===== src/rtl/stage_skid.sv =====
// stage_skid: one pipeline stage with valid/stall handshakes on both sides.
// The stage holds up to two words: an output register and a skid register.
// When the next stage stalls, the skid register takes one word that is
// already in flight, so o_stall comes straight from a flop and has no
// combinational path from i_stall.
// Each captured word has INCR added to it. o_xfer_cnt counts words handed
// to the next stage.
//
// Handshake rules:
//   accept = i_valid & ~o_stall   (a word moves in from stage n-1)
//   drain  = o_valid & ~i_stall   (a word moves out to stage n+1)
// While o_valid=1 and i_stall=1, o_data does not change.
// When o_valid=0, o_data holds its last value and downstream ignores it.
module stage_skid #(
    parameter int DATA_W = 16,
    parameter int INCR   = 1,
    parameter int CNT_W  = 16
) (
    input  logic              i_clk,
    input  logic              i_rst,
    input  logic              i_flush,
    input  logic [DATA_W-1:0] i_data,
    input  logic              i_valid,
    output logic              o_stall,
    input  logic              i_stall,
    output logic [DATA_W-1:0] o_data,
    output logic              o_valid,
    output logic [CNT_W-1:0]  o_xfer_cnt,
    output logic [1:0]        o_dbg_state
);

    typedef enum logic [1:0] {
        ST_EMPTY = 2'd0,
        ST_BUSY  = 2'd1,
        ST_FULL  = 2'd2
    } state_t;

    localparam logic [DATA_W-1:0] INCR_W = DATA_W'(INCR);

    state_t             state_q, state_d;
    logic [DATA_W-1:0]  out_q, out_d;
    logic [DATA_W-1:0]  skid_q, skid_d;
    logic [CNT_W-1:0]   cnt_q, cnt_d;

    logic               accept;
    logic               drain;
    logic [DATA_W-1:0]  in_inc;

    // Handshake terms; valid and stall are pure functions of the state register
    always_comb begin
        o_valid = (state_q != ST_EMPTY);
        o_stall = (state_q == ST_FULL);
        accept  = i_valid & ~o_stall;
        drain   = o_valid & ~i_stall;
        in_inc  = i_data + INCR_W;
    end

    // Next state and datapath; a flush voids any accept or drain in its cycle
    always_comb begin
        state_d = state_q;
        out_d   = out_q;
        skid_d  = skid_q;
        cnt_d   = cnt_q;
        if (i_flush) begin
            state_d = ST_EMPTY;
        end else begin
            if (drain) begin
                cnt_d = cnt_q + CNT_W'(1);
            end
            case (state_q)
                ST_EMPTY: begin
                    if (accept) begin
                        state_d = ST_BUSY;
                        out_d   = in_inc;
                    end
                end
                ST_BUSY: begin
                    if (accept && drain) begin
                        out_d = in_inc;
                    end else if (accept) begin
                        state_d = ST_FULL;
                        skid_d  = in_inc;
                    end else if (drain) begin
                        state_d = ST_EMPTY;
                    end
                end
                ST_FULL: begin
                    if (drain) begin
                        state_d = ST_BUSY;
                        out_d   = skid_q;
                    end
                end
                default: begin
                    state_d = ST_EMPTY;
                end
            endcase
        end
    end

    // State, data and counter registers with synchronous reset
    always_ff @(posedge i_clk) begin
        if (i_rst) begin
            state_q <= ST_EMPTY;
            out_q   <= '0;
            skid_q  <= '0;
            cnt_q   <= '0;
        end else begin
            state_q <= state_d;
            out_q   <= out_d;
            skid_q  <= skid_d;
            cnt_q   <= cnt_d;
        end
    end

    // Output mapping
    always_comb begin
        o_data      = out_q;
        o_xfer_cnt  = cnt_q;
        o_dbg_state = state_q;
    end

endmodule


===== config.mk =====
export PLATFORM = sky130hd
export DESIGN_NAME = stage_skid
export DESIGN_NICKNAME = d
export VERILOG_FILES = /design/src/rtl/stage_skid.sv
export SDC_FILE = /design/constraint.sdc
export NUM_CORES = 1
export LEC_CHECK = 0
export CORE_ASPECT_RATIO = 1.4
export CORE_UTILIZATION = 50
export CTS_CLUSTER_DIAMETER = 60
export DETAILED_ROUTE_END_ITERATION = 10
export PLACE_DENSITY = 0.8
export RECOVER_POWER = 50
export REMOVE_ABC_BUFFERS = 1
export SETUP_SLACK_MARGIN = 0.3
export SYNTH_ARGS = -nofsm -noshare
export SYNTH_HDL_FRONTEND = slang
export SYNTH_SLANG_ARGS = --single-unit

===== constraint.sdc =====
create_clock -name i_clk -period 1.9 [get_ports i_clk]
set_input_delay 0.19 -clock i_clk [delete_from_list [all_inputs] [get_ports i_clk]]
set_output_delay 0.19 -clock i_clk [all_outputs]
set_load 0.005 [all_outputs]

# Word level (Yosys, flattened, before mapping)
# Cells that the tools add are included.
[totals]
out_inout_bits = 36
regBits = 50
wordCells = 38
input_bits = 21
[op_classes]
n_bitwise = 6
reduce_logical = 9
add_sub_neg = 2
mux = 10
n_eq_ne = 7
[op_table]
columns = ["operator", "count"]
rows = [
  ["16-bit two-way mux", 3],
  ["16-bit case mux with 3 select lines", 1],
  ["16-bit by 1-bit adder with 16-bit output, second input constant", 2],
  ["2-bit two-way mux", 5],
  ["4-bit AND reduction", 2],
  ["2-bit != test, second input constant", 3],
  ["2-bit case mux with 3 select lines", 1],
  ["5-bit AND reduction", 1],
  ["1-bit NOT", 4],
  ["3-bit != test, second input constant", 1],
  ["3-bit nonzero test", 1],
  ["1-bit bitwise AND", 2],
  ["2-bit by 1-bit equality test with 1-bit output, second input constant", 1],
  ["2-bit equality test, second input constant", 1],
  ["2-bit logical NOT", 1],
  ["2-bit by 1-bit != test with 1-bit output, second input constant", 1],
  ["2-bit AND reduction", 1],
  ["2-bit nonzero test", 1],
  ["2-bit OR reduction", 1],
  ["1-bit logical AND", 1],
]

# Longest topological paths before layout
# Gate-level depths: netlist of run 1.
[depth]
word_depth = 6
mapped_depth = 6
ltp_nobuf = 6

# Worst setup path before layout of run 1
# OpenSTA, ideal clock, no wires.
[synth_path]
path_kind = "reg-to-reg"
start = "reg state_q[1], in the netlist o_dbg_state[1]"
end = "reg out_q[6], in the netlist o_data[6]"
n_path_buf = 1
setup_ns = 0.071
synth_period_minus_slack_ns = 1.473
required_ns = 1.829
arrival_time_ns = 1.402
stages_incl_launch_ff = 7
path_slack_ns = 0.427
cell_sequence = "dfxtp_1 > nor3b_2 > a21oi_1 > or2_4 > buf_6 > a211o_1 > a21oi_1"
[synth_via]
elab_chain_len = 6
elab_cells_between_ends = 14
classes_between = "eq/ne: 5; mux: 1; bitwise: 3; reduce/logical: 5"
[synth_rtl]
columns = ["element", "line_no", "source"]
rows = [
  ["from (decl)", "40", "state_t state_q, state_d;"],
  ["from (signal assigned)", "108", "state_q <= state_d;"],
  ["2-bit equality test", "52, 70", ""],
  ["1-bit NOT", "53", "accept = i_valid & ~o_stall;"],
  ["1-bit bitwise AND", "53", ""],
  ["1-bit logical AND", "78", "if (accept && drain) begin"],
  ["2-bit != test (no source line)", "-", ""],
  ["5-bit AND reduction (no source line)", "-", ""],
  ["to (signal assigned)", "109", "out_q <= out_d;"],
  ["to (decl)", "41", "logic [DATA_W-1:0] out_q, out_d;"],
]
# Several ways; a longest one is shown, not always the timed one.
# A chain may end at the register's enable or synchronous reset.

# Worst setup path after layout of run 1
[layout_path]
start = "in i_valid"
end = "reg out_q[8], in the netlist o_data[8]"
[layout_via]
elab_chain_len = 4
elab_cells_between_ends = 5
classes_between = "eq/ne: 2; bitwise: 1; reduce/logical: 2"
[layout_rtl]
columns = ["element", "line_no", "source"]
rows = [
  ["from (decl)", "23", "input logic i_valid,"],
  ["1-bit bitwise AND (*)", "53", ""],
  ["1-bit logical AND", "78", ""],
  ["2-bit != test (no source line)", "-", ""],
  ["5-bit AND reduction (no source line) (*)", "-", ""],
]
# Every way passes the cells marked *; elsewhere a longest branch is shown, timed or not.

==> impl_metrics.ini, run 1 <==
[detailed_routing]
firstDrtPassIters = 4
totalWireLength_um = 5840
drc = 0
drt_iter0_drc = 81
vias_per_cell = 5.430
vias = 2275
ant_nets = 0
wl_per_cell_um = 13.94

[global_routing]
top_usage_layer = met2
grtUsageMet2_pct = 43.66
grt_max_degree = 27
grt_pass1_wl_um = 9625
gr-usage-met1_pct = 27.32
antenna_found_initial = 0
gr-total-overflow = 0
grt_util_met3_pct = 5.085
grt_usage_pct = 24.41
grt_pass1_vias = 2182

[setup_path]
endpoint_kind = register
endpoint = o_data[8]
rr_worst_depth = 7
start_kind = primary input
crit_path_frequent_cell = a21oi_1
crit_fanout = 11
r2r_slack_ns = 0.26
crit_type = primary input to register
cp_cell_sequence = dlygate4sd3_1 -> nor2b_1 -> a21oi_1 -> or2_4 -> a211o_1 -> a21oi_1
cp_top_family = simple AND/OR/NAND/NOR gates
r2r-start = o_dbg_state[1]
critPathSlowestCell = dlygate4sd3_1
cpPeakStageDelay_ns = 0.60
cp.arrival_ns = 1.98
setup.worst_path.start = i_valid
r2r-end = o_xfer_cnt[11]
cp_data_required_time_ns = 2.14
crit_cells = 6
timing.critical_path.buf_inv = 1

[place]
io_buffers = 56
hpwl_um = 4120
place.gp.congestion = 0.7889

[clocking]
clk_latency_ns = 0.31
cts.sinks = 50
cts_made_buffers = 5
cts_tree = done
clock-root-buffer = clkbuf_8
hold_buffers = 0
clk_transition_reported_paths_ns = 0.09
cts_htree_levels = 2
clk_path_buf_depth = 2

[sta]
rsz0062_at_grt = yes
worst_slew_pin_slew_ns = 0.5445
setup_tns_ns = 0
finalCriticalPeriod_ns = 1.740
final.setup_skew_ns = 0.004060
hold_viol = 0
setup_viol = 0
slew_violations = 0
fin_hold_ws_ns = 0.2836
max_freq_mhz = 574.6
relSlewSlack_pct = 63.70
period_share_pct = 91.60

[finish]
syn_to_final_growth_pct = 37.20
final_nets = 379
fillCellCount = 374
layout_common_cells = dfxtp_1, nor2_1, nand2_1, dlygate4sd3_1, clkdlybuf4s50_1
drive_above_1_share_pct = 16.81
mostFrequentLayoutCell = dfxtp_1
antenna-diode-count = 0

[logic_synthesis]
ys_types = 44
ys_ff_latch = 50
seq_area_frac_synth_pct = 41.22
ys_warn_count = 0
synth_area_um2 = 2429
syn_inst = 281
synth.avg_cell_area_um2 = 8.643

[floorplan]
die_y_um = 84.46
dieArea_um2 = 5144
core_region_area_um2 = 4608
rows = 29
start_util_pct = 52.70
die_x_um = 60.90
ios = 57

[pwr]
power.density_nw_per_um2 = 602.1
internal-power_mw = 1.505
clkPwrFrac_pct = 31.9
p_comb_share_pct = 14.0
p_seq_share_pct = 54.1
switchingPower_uw = 501.7
ir_drop_mv = 0.4861
p_leak_nw = 1.306
swShare_pct = 25.01

[worst_hold_path]
hold_path_class = primary input to register

[job]
cap_violations = 0

[outcome]
outcome = finished, final reports clean
## power by group through the flow
stage                     clock, mW  sequential (mW)  combinational, mW
after floorplan                   0             1.11             0.0997
after global placement            0             1.11              0.268
after CTS                     0.654             1.09              0.283
after detailed placement          0             1.11              0.274
after global routing          0.711             1.09              0.306
final                         0.641             1.08              0.281
## kinds of logic after synthesis
logic type / count (synthesis) / share of synthesized area (%)
adder cells (fa/ha/maj): 2 / 1.030
buffers and inverters: 22 / 4.225
multiplexers: 5 / 2.061
AO/OA/AOI/OAI: 50 / 15.71
XOR/XNOR: 28 / 10.10
flip-flops: 50 / 41.22
AND/OR/NAND/NOR: 124 / 25.66
## layout make-up
cell class | count | area, um^2 | area share [%]
Clock inverter | 1 | 5.005 | 0.1502
Sequential cell | 50 | 1008 | 30.27
Tap cell | 62 | 77.57 | 2.328
Multi-Input combinational cell | 210 | 1390 | 41.72
Timing Repair Buffer | 83 | 742.0 | 22.27
Clock buffer | 7 | 86.33 | 2.591
Inverter | 6 | 22.52 | 0.6759
## how the worst min path moves through the flow
stage              start             end  depth (start not counted)
4_1_cts            i_rst  o_xfer_cnt[11]                          2
2_1_floorplan      i_rst      o_data[10]                          1
3_3_place_gp   o_data[0]       o_data[0]                          2
3_5_place_dp   o_data[0]       o_data[0]                          2
6_report       i_data[0]       skid_q[0]                          3
5_1_grt        i_data[0]       skid_q[0]                          3
## layer usage
metal / vias up / share of wire (%)
li1: 1134 / -
met1: 1057 / 40
met4: 0 / 2.0
met5: - / 0
met3: 12 / 3.7
met2: 72 / 54
## registers in the layout, indices dropped and copies added, names as in the netlist
register     flops
o_data          16
o_dbg_state      2
o_xfer_cnt      16
skid_q          16
## per-stage QoR
stage | instance area (um^2) | cells | utilization [%] | total power [mW] | worst slack [ns]
floorplan | 2349 | 265 | - | 1.210 | -1.298
global placement | 3174 | 408 | 68.88 | 1.378 | -0.04178
detailed placement | 3174 | 408 | 68.88 | 1.385 | -0.1030
CTS | 3319 | 417 | 72.03 | 2.024 | 0.2983
global route | 3332 | 419 | 72.31 | 2.105 | 0.1357
finish | 3332 | 419 | 72.31 | 2.006 | 0.1595
## tightest hold or removal path, cell delays in order
cell            delay, ns
dlymetal6s2s_1       0.16
buf_4                0.14
a211oi_1             0.05
## cells in the mapped netlist, drive strengths merged
| master | count | share of area (%) |
|---|---|---|
| a211o | 6 | 2.2 |
| nand2b | 6 | 1.5 |
| o311ai | 2 | 0.72 |
| nand2 | 29 | 4.5 |
| o21ai | 2 | 0.41 |
| a211oi | 11 | 5.0 |
| a31oi | 1 | 0.26 |
| a21oi | 19 | 4.2 |
| dfxtp | 50 | 41 |
| nor2b | 1 | 0.36 |
| and3 | 2 | 0.52 |
| nor3 | 6 | 1.2 |
| o211ai | 6 | 1.9 |
| nor2 | 45 | 7.1 |
| o22a | 1 | 0.36 |
| inv | 6 | 0.93 |
| buf | 9 | 2.2 |
| and2 | 2 | 0.52 |
| and4 | 3 | 1.1 |
| xor2 | 20 | 7.2 |
| mux2i | 5 | 2.1 |
| nand3b | 1 | 0.31 |
| nor4 | 4 | 1.9 |
| clkbuf | 7 | 1.1 |
| nor3b | 2 | 0.82 |
| a311oi | 1 | 0.36 |
| or2 | 1 | 0.36 |
| nand4 | 10 | 2.8 |
| a22oi | 1 | 0.31 |
| xnor2 | 8 | 2.9 |
| nand4b | 1 | 0.36 |
| ha | 2 | 1.0 |
| nand3 | 11 | 2.3 |
## what timing repair did
item	4_1_cts	5_1_grt
resized for setup	13	12
pin swaps	1	4
endpoints found under the hold margin	0	0
buffers inserted	1	1
cloned	0	1
setup endpoints to repair	9	28
Power figures use the tool's default switching activity.
==> run 2, diff against run 1 <==
Settings changed: CORE_UTILIZATION 50 to 57, DONT_BUFFER_PORTS set to 1, PLACE_DENSITY 0.8 to 0.72.
==> impl_metrics.ini, run 2 (synthesis results as in run 1) <==
[outcome]
outcome = finished, violations left
violations = DRC

[setup_path]
crit_fanout = 6
timing.critical_path.buf_inv = 1
r2r-end = o_xfer_cnt[6]
cp.arrival_ns = 1.76
cp_top_family = flip-flops
rr_worst_depth = 7
cpPeakStageDelay_ns = 0.41
cp_data_required_time_ns = 2.09
critPathSlowestCell = dfxtp_1
endpoint_kind = register
r2r_slack_ns = 0.33
start_kind = register
cp_cell_sequence = ha_1 -> nand2_1 -> nor4_2 -> clkbuf_1 -> nand4_1 -> xor2_1 -> nor2_1
crit_type = register to register
r2r-start = o_xfer_cnt[0]

[pwr]
p_leak_nw = 0.9245
ir_drop_mv = 0.4643
swShare_pct = 23.90
power.density_nw_per_um2 = 692.7
p_seq_share_pct = 59.7
p_comb_share_pct = 8.6
switchingPower_uw = 436.7
clkPwrFrac_pct = 31.7
internal-power_mw = 1.390

[clocking]
cts_tree = done
clk_path_buf_depth = 2
clk_transition_reported_paths_ns = 0.08
cts_htree_levels = 2
cts.sinks = 50
cts_made_buffers = 5
clk_latency_ns = 0.30
clock-root-buffer = clkbuf_8

[worst_hold_path]
hp-start = i_stall
hold_path_class = primary input to register
worstHoldEndpoint = o_dbg_state[1]
hold_path_depth = 2

[detailed_routing]
wl_per_cell_um = 15.68
totalWireLength_um = 5142
drt_iter0_drc = 121
drc = 5
vias = 1975
ant_nets = 0
vias_per_cell = 6.021
firstDrtPassIters = 7

[finish]
layout_common_cells = dfxtp_1, nor2_1, nand2_1, xor2_1, a21oi_1
final_nets = 308
syn_to_final_growth_pct = 8.604
drive_above_1_share_pct = 12.63
mostFrequentLayoutCell = dfxtp_1
antenna-diode-count = 0

[global_routing]
antenna_found_initial = 0
grt_pass1_wl_um = 8273
gr-total-overflow = 0
grt_usage_pct = 23.30
grt_max_degree = 50
grt_pass1_vias = 1951

[sta]
period_share_pct = 82.44
rsz0062_at_grt = no
setup_viol = 0
max_freq_mhz = 638.4
worst_slew_pin_slew_ns = 0.4470
relSlewSlack_pct = 69.97
setup_tns_ns = 0
finalCriticalPeriod_ns = 1.566
final.setup_skew_ns = 0.003359
hold_viol = 0
slew_violations = 0
fin_hold_ws_ns = 0.05112

[floorplan]
die_x_um = 57.17
rows = 27
die_y_um = 79.23
dieArea_um2 = 4529
start_util_pct = 60.41
ios = 57
core_region_area_um2 = 4020

[job]
cap_violations = 0

[place]
io_buffers = 0
hpwl_um = 3302
place.gp.congestion = 0.7949
[run 2: cell count changes in the layout (fill, tap and decap cells not counted), moves of 2 or more]
cell / delta
dlymetal6s2s_1: -3
dlygate4sd3_1: -27
nor2_2: -3
nor3_2: -3
buf_12: +2
nor2_1: +3
buf_4: -16
nor3_1: +3
clkdlybuf4s50_1: -22
clkbuf_1: -3
[run 2: repair_timing]
item                       4_1_cts  5_1_grt
setup buffers                    0        3
pin swaps                        0        2
gates resized for setup          1       10
hold endpoints to repair        49        0
setup endpoints to repair        8       38
hold buffers                     3        0
gates cloned                     0        2
[run 2: worst max-delay path by stage]
stage	startpoint	to	slack [ns]	cells past startpoint
2_1_floorplan	o_dbg_state[1]	skid_q[13]	-1.30	4
3_3_place_gp	o_dbg_state[1]	o_data[5]	0.37	5
3_5_place_dp	o_dbg_state[1]	o_data[5]	0.27	5
4_1_cts	o_dbg_state[0]	o_xfer_cnt[15]	0.33	5
5_1_grt	o_xfer_cnt[1]	o_xfer_cnt[14]	0.16	7
6_report	o_xfer_cnt[0]	o_xfer_cnt[6]	0.33	7
[run 2: power by group through the flow]
stage | Combinational (mW) | Clock [mW] | Sequential, mW
final | 0.157 | 0.580 | 1.09
after global routing | 0.177 | 0.644 | 1.09
after CTS | 0.146 | 0.594 | 1.09
after detailed placement | 0.120 | 0 | 1.12
after global placement | 0.117 | 0 | 1.12
after floorplan | 0.0997 | 0 | 1.11
[run 2: cell type report]
class                      count  area [um^2]
clock buffer                   7        76.32
multi-input combinational    211         1374
sequential                    50         1006
inverter                       6        22.52
tap                           43        53.80
timing repair buffer          11        105.1
fill                         350         1383
[run 2: through the flow]
stage | utilization (%) | total power [mW] | setup slack, ns | cell area, um^2 | cells
floorplan | - | 1.210 | -1.298 | 2349 | 265
global placement | 61.13 | 1.233 | 0.3674 | 2457 | 313
detailed placement | 61.13 | 1.236 | 0.2742 | 2457 | 313
CTS | 64.05 | 1.831 | 0.3270 | 2575 | 323
global route | 65.61 | 1.915 | 0.1639 | 2638 | 328
finish | 65.61 | 1.827 | 0.3336 | 2638 | 328
[run 2: layer usage]
metal	share of wire (%)	vias up	GRT usage (%)
met1	43	897	25.48
met3	5.8	14	5.700
met4	3.5	0	13.17
li1	-	994	-
met5	0	-	0
met2	48	70	40.47
==> run 3, diff against run 2 <==
Settings changed: CORE_UTILIZATION 57 to 56, PLACE_DENSITY 0.72 to 0.74.
Clock period 1.9 ns to 1.3 ns, I/O delays scaled along.
==> impl_metrics.ini, run 3 (synthesis results as in run 1) <==
[sta]
worst_slew_pin_slew_ns = 0.3272
relSlewSlack_pct = 78.16
slew_violations = 0
setup_tns_ns = -1.431
period_share_pct = 107.7
setup_viol = 34
finalCriticalPeriod_ns = 1.401
setup_slack_ns = -0.1005
hold_viol = 49
fin_hold_ws_ns = -0.1135
max_freq_mhz = 714.0
final.setup_skew_ns = 0.007644
rsz0062_at_grt = yes

[clocking]
cts_tree = done
clock-root-buffer = clkbuf_8
clk_latency_ns = 0.30
cts.sinks = 50
hold_buffers = 1
clk_path_buf_depth = 2
cts_made_buffers = 5
cts_htree_levels = 2
clk_transition_reported_paths_ns = 0.08

[outcome]
outcome = finished, violations left
violations = DRC, hold timing, setup timing

[setup_path]
critPathSlowestCell = dfxtp_4
r2r-end = o_data[9]
crit_path_frequent_cell = a21oi_2
rr_worst_depth = 5
cpPeakStageDelay_ns = 0.39
cp.arrival_ns = 1.64
crit_fanout = 8
cp_data_required_time_ns = 1.54
r2r_slack_ns = -0.10
cp_cell_sequence = nor3b_4 -> a21oi_2 -> or2_4 -> a211o_1 -> a21oi_2
cp_top_family = simple AND/OR/NAND/NOR gates
start_kind = register
timing.critical_path.buf_inv = 0
crit_type = register to register
r2r-start = o_dbg_state[1]
endpoint_kind = register

[finish]
stdcell_count = 367
antenna-diode-count = 0
multiInputGateArea_um2 = 1473
layout_common_cells = dfxtp_1, nor2_1, buf_4, nand2_1, xor2_1
fillCellCount = 309
mostFrequentLayoutCell = dfxtp_1
area.sequential_um2 = 1020
syn_to_final_growth_pct = 30.14
stdcell_area_um2 = 3161
fin_util_pct = 75.18
final_nets = 344
drive_above_1_share_pct = 31.99

[place]
io_buffers = 0
place.gp.congestion = 0.7561
dp_slack_ns = -0.1795
hpwl_um = 3699
placed_cell_area_um2 = 2690
place_inst = 344

[global_routing]
grt_pass1_vias = 2081
grt_max_degree = 53
grt_usage_pct = 25.55
grt_pass1_wl_um = 9163
antenna_found_initial = 0
gr-total-overflow = 0

[job]
cap_violations = 0

[floorplan]
die_x_um = 57.66
rows = 28
ios = 57
die_y_um = 79.92
core_region_area_um2 = 4204
dieArea_um2 = 4608
start_util_pct = 57.77

[detailed_routing]
drt_iter0_drc = 61
firstDrtPassIters = 7
totalWireLength_um = 5988
vias = 2162
ant_nets = 0
vias_per_cell = 5.891
wl_per_cell_um = 16.32
drc = 4

[pwr]
power.density_nw_per_um2 = 928.4
power_mw = 2.934
ir_drop_mv = 0.6357
p_leak_nw = 1.177

[worst_hold_path]
hold_path_class = primary input to register
worstHoldEndpoint = skid_q[10]
hp-start = i_rst
hold_path_depth = 1
## run 3: layout make-up
cell class              count  area share, %
multi-input cells         210          46.60
inverters                   6         0.7918
clock buffers               6          2.296
clock inverters             2          1.188
flip-flops and latches     50          32.26
repair buffers             48          15.08
well taps                  45          1.781
## run 3: worst register-to-register path, delay by kind of cell, from the launching register on
family | cells | cell delay [ns]
simple gates | 2 | 0.50
compound gates | 3 | 0.45
flops | 1 | 0.39
## run 3: worst max-delay path by stage
| stage | to | cells past startpoint | from |
|---|---|---|---|
| floorplan | skid_q[13] | 4 | o_dbg_state[1] |
| global placement | o_data[5] | 6 | o_dbg_state[0] |
| detailed placement | o_data[8] | 5 | o_dbg_state[1] |
| CTS | o_data[9] | 5 | o_dbg_state[1] |
| global route | skid_q[7] | 6 | o_dbg_state[1] |
| finish | o_data[9] | 5 | o_dbg_state[1] |
## run 3: report_power, final
part	switching (mW)	internal (mW)	leakage, nW
Clock	0.502	0.574	0.0514
Combinational	0.129	0.140	0.717
Sequential	0.0312	1.56	0.409
Total	0.662	2.27	1.18
## run 3: per-layer routing
layer | global-route usage (%) | share of wire, % | up-vias
li1 | - | - | 1057
met1 | 25.98 | 40 | 1036
met2 | 47.67 | 53 | 55
met3 | 7.293 | 5.4 | 14
met4 | 10.71 | 2.4 | 0
met5 | 0 | 0 | -
## run 3: what timing repair did
action,in CTS,in global routing
hold endpoints to repair,49,49
pin swaps,12,13
gates cloned,3,0
setup buffers,6,5
setup endpoints to repair,54,55
gates resized for setup,36,27
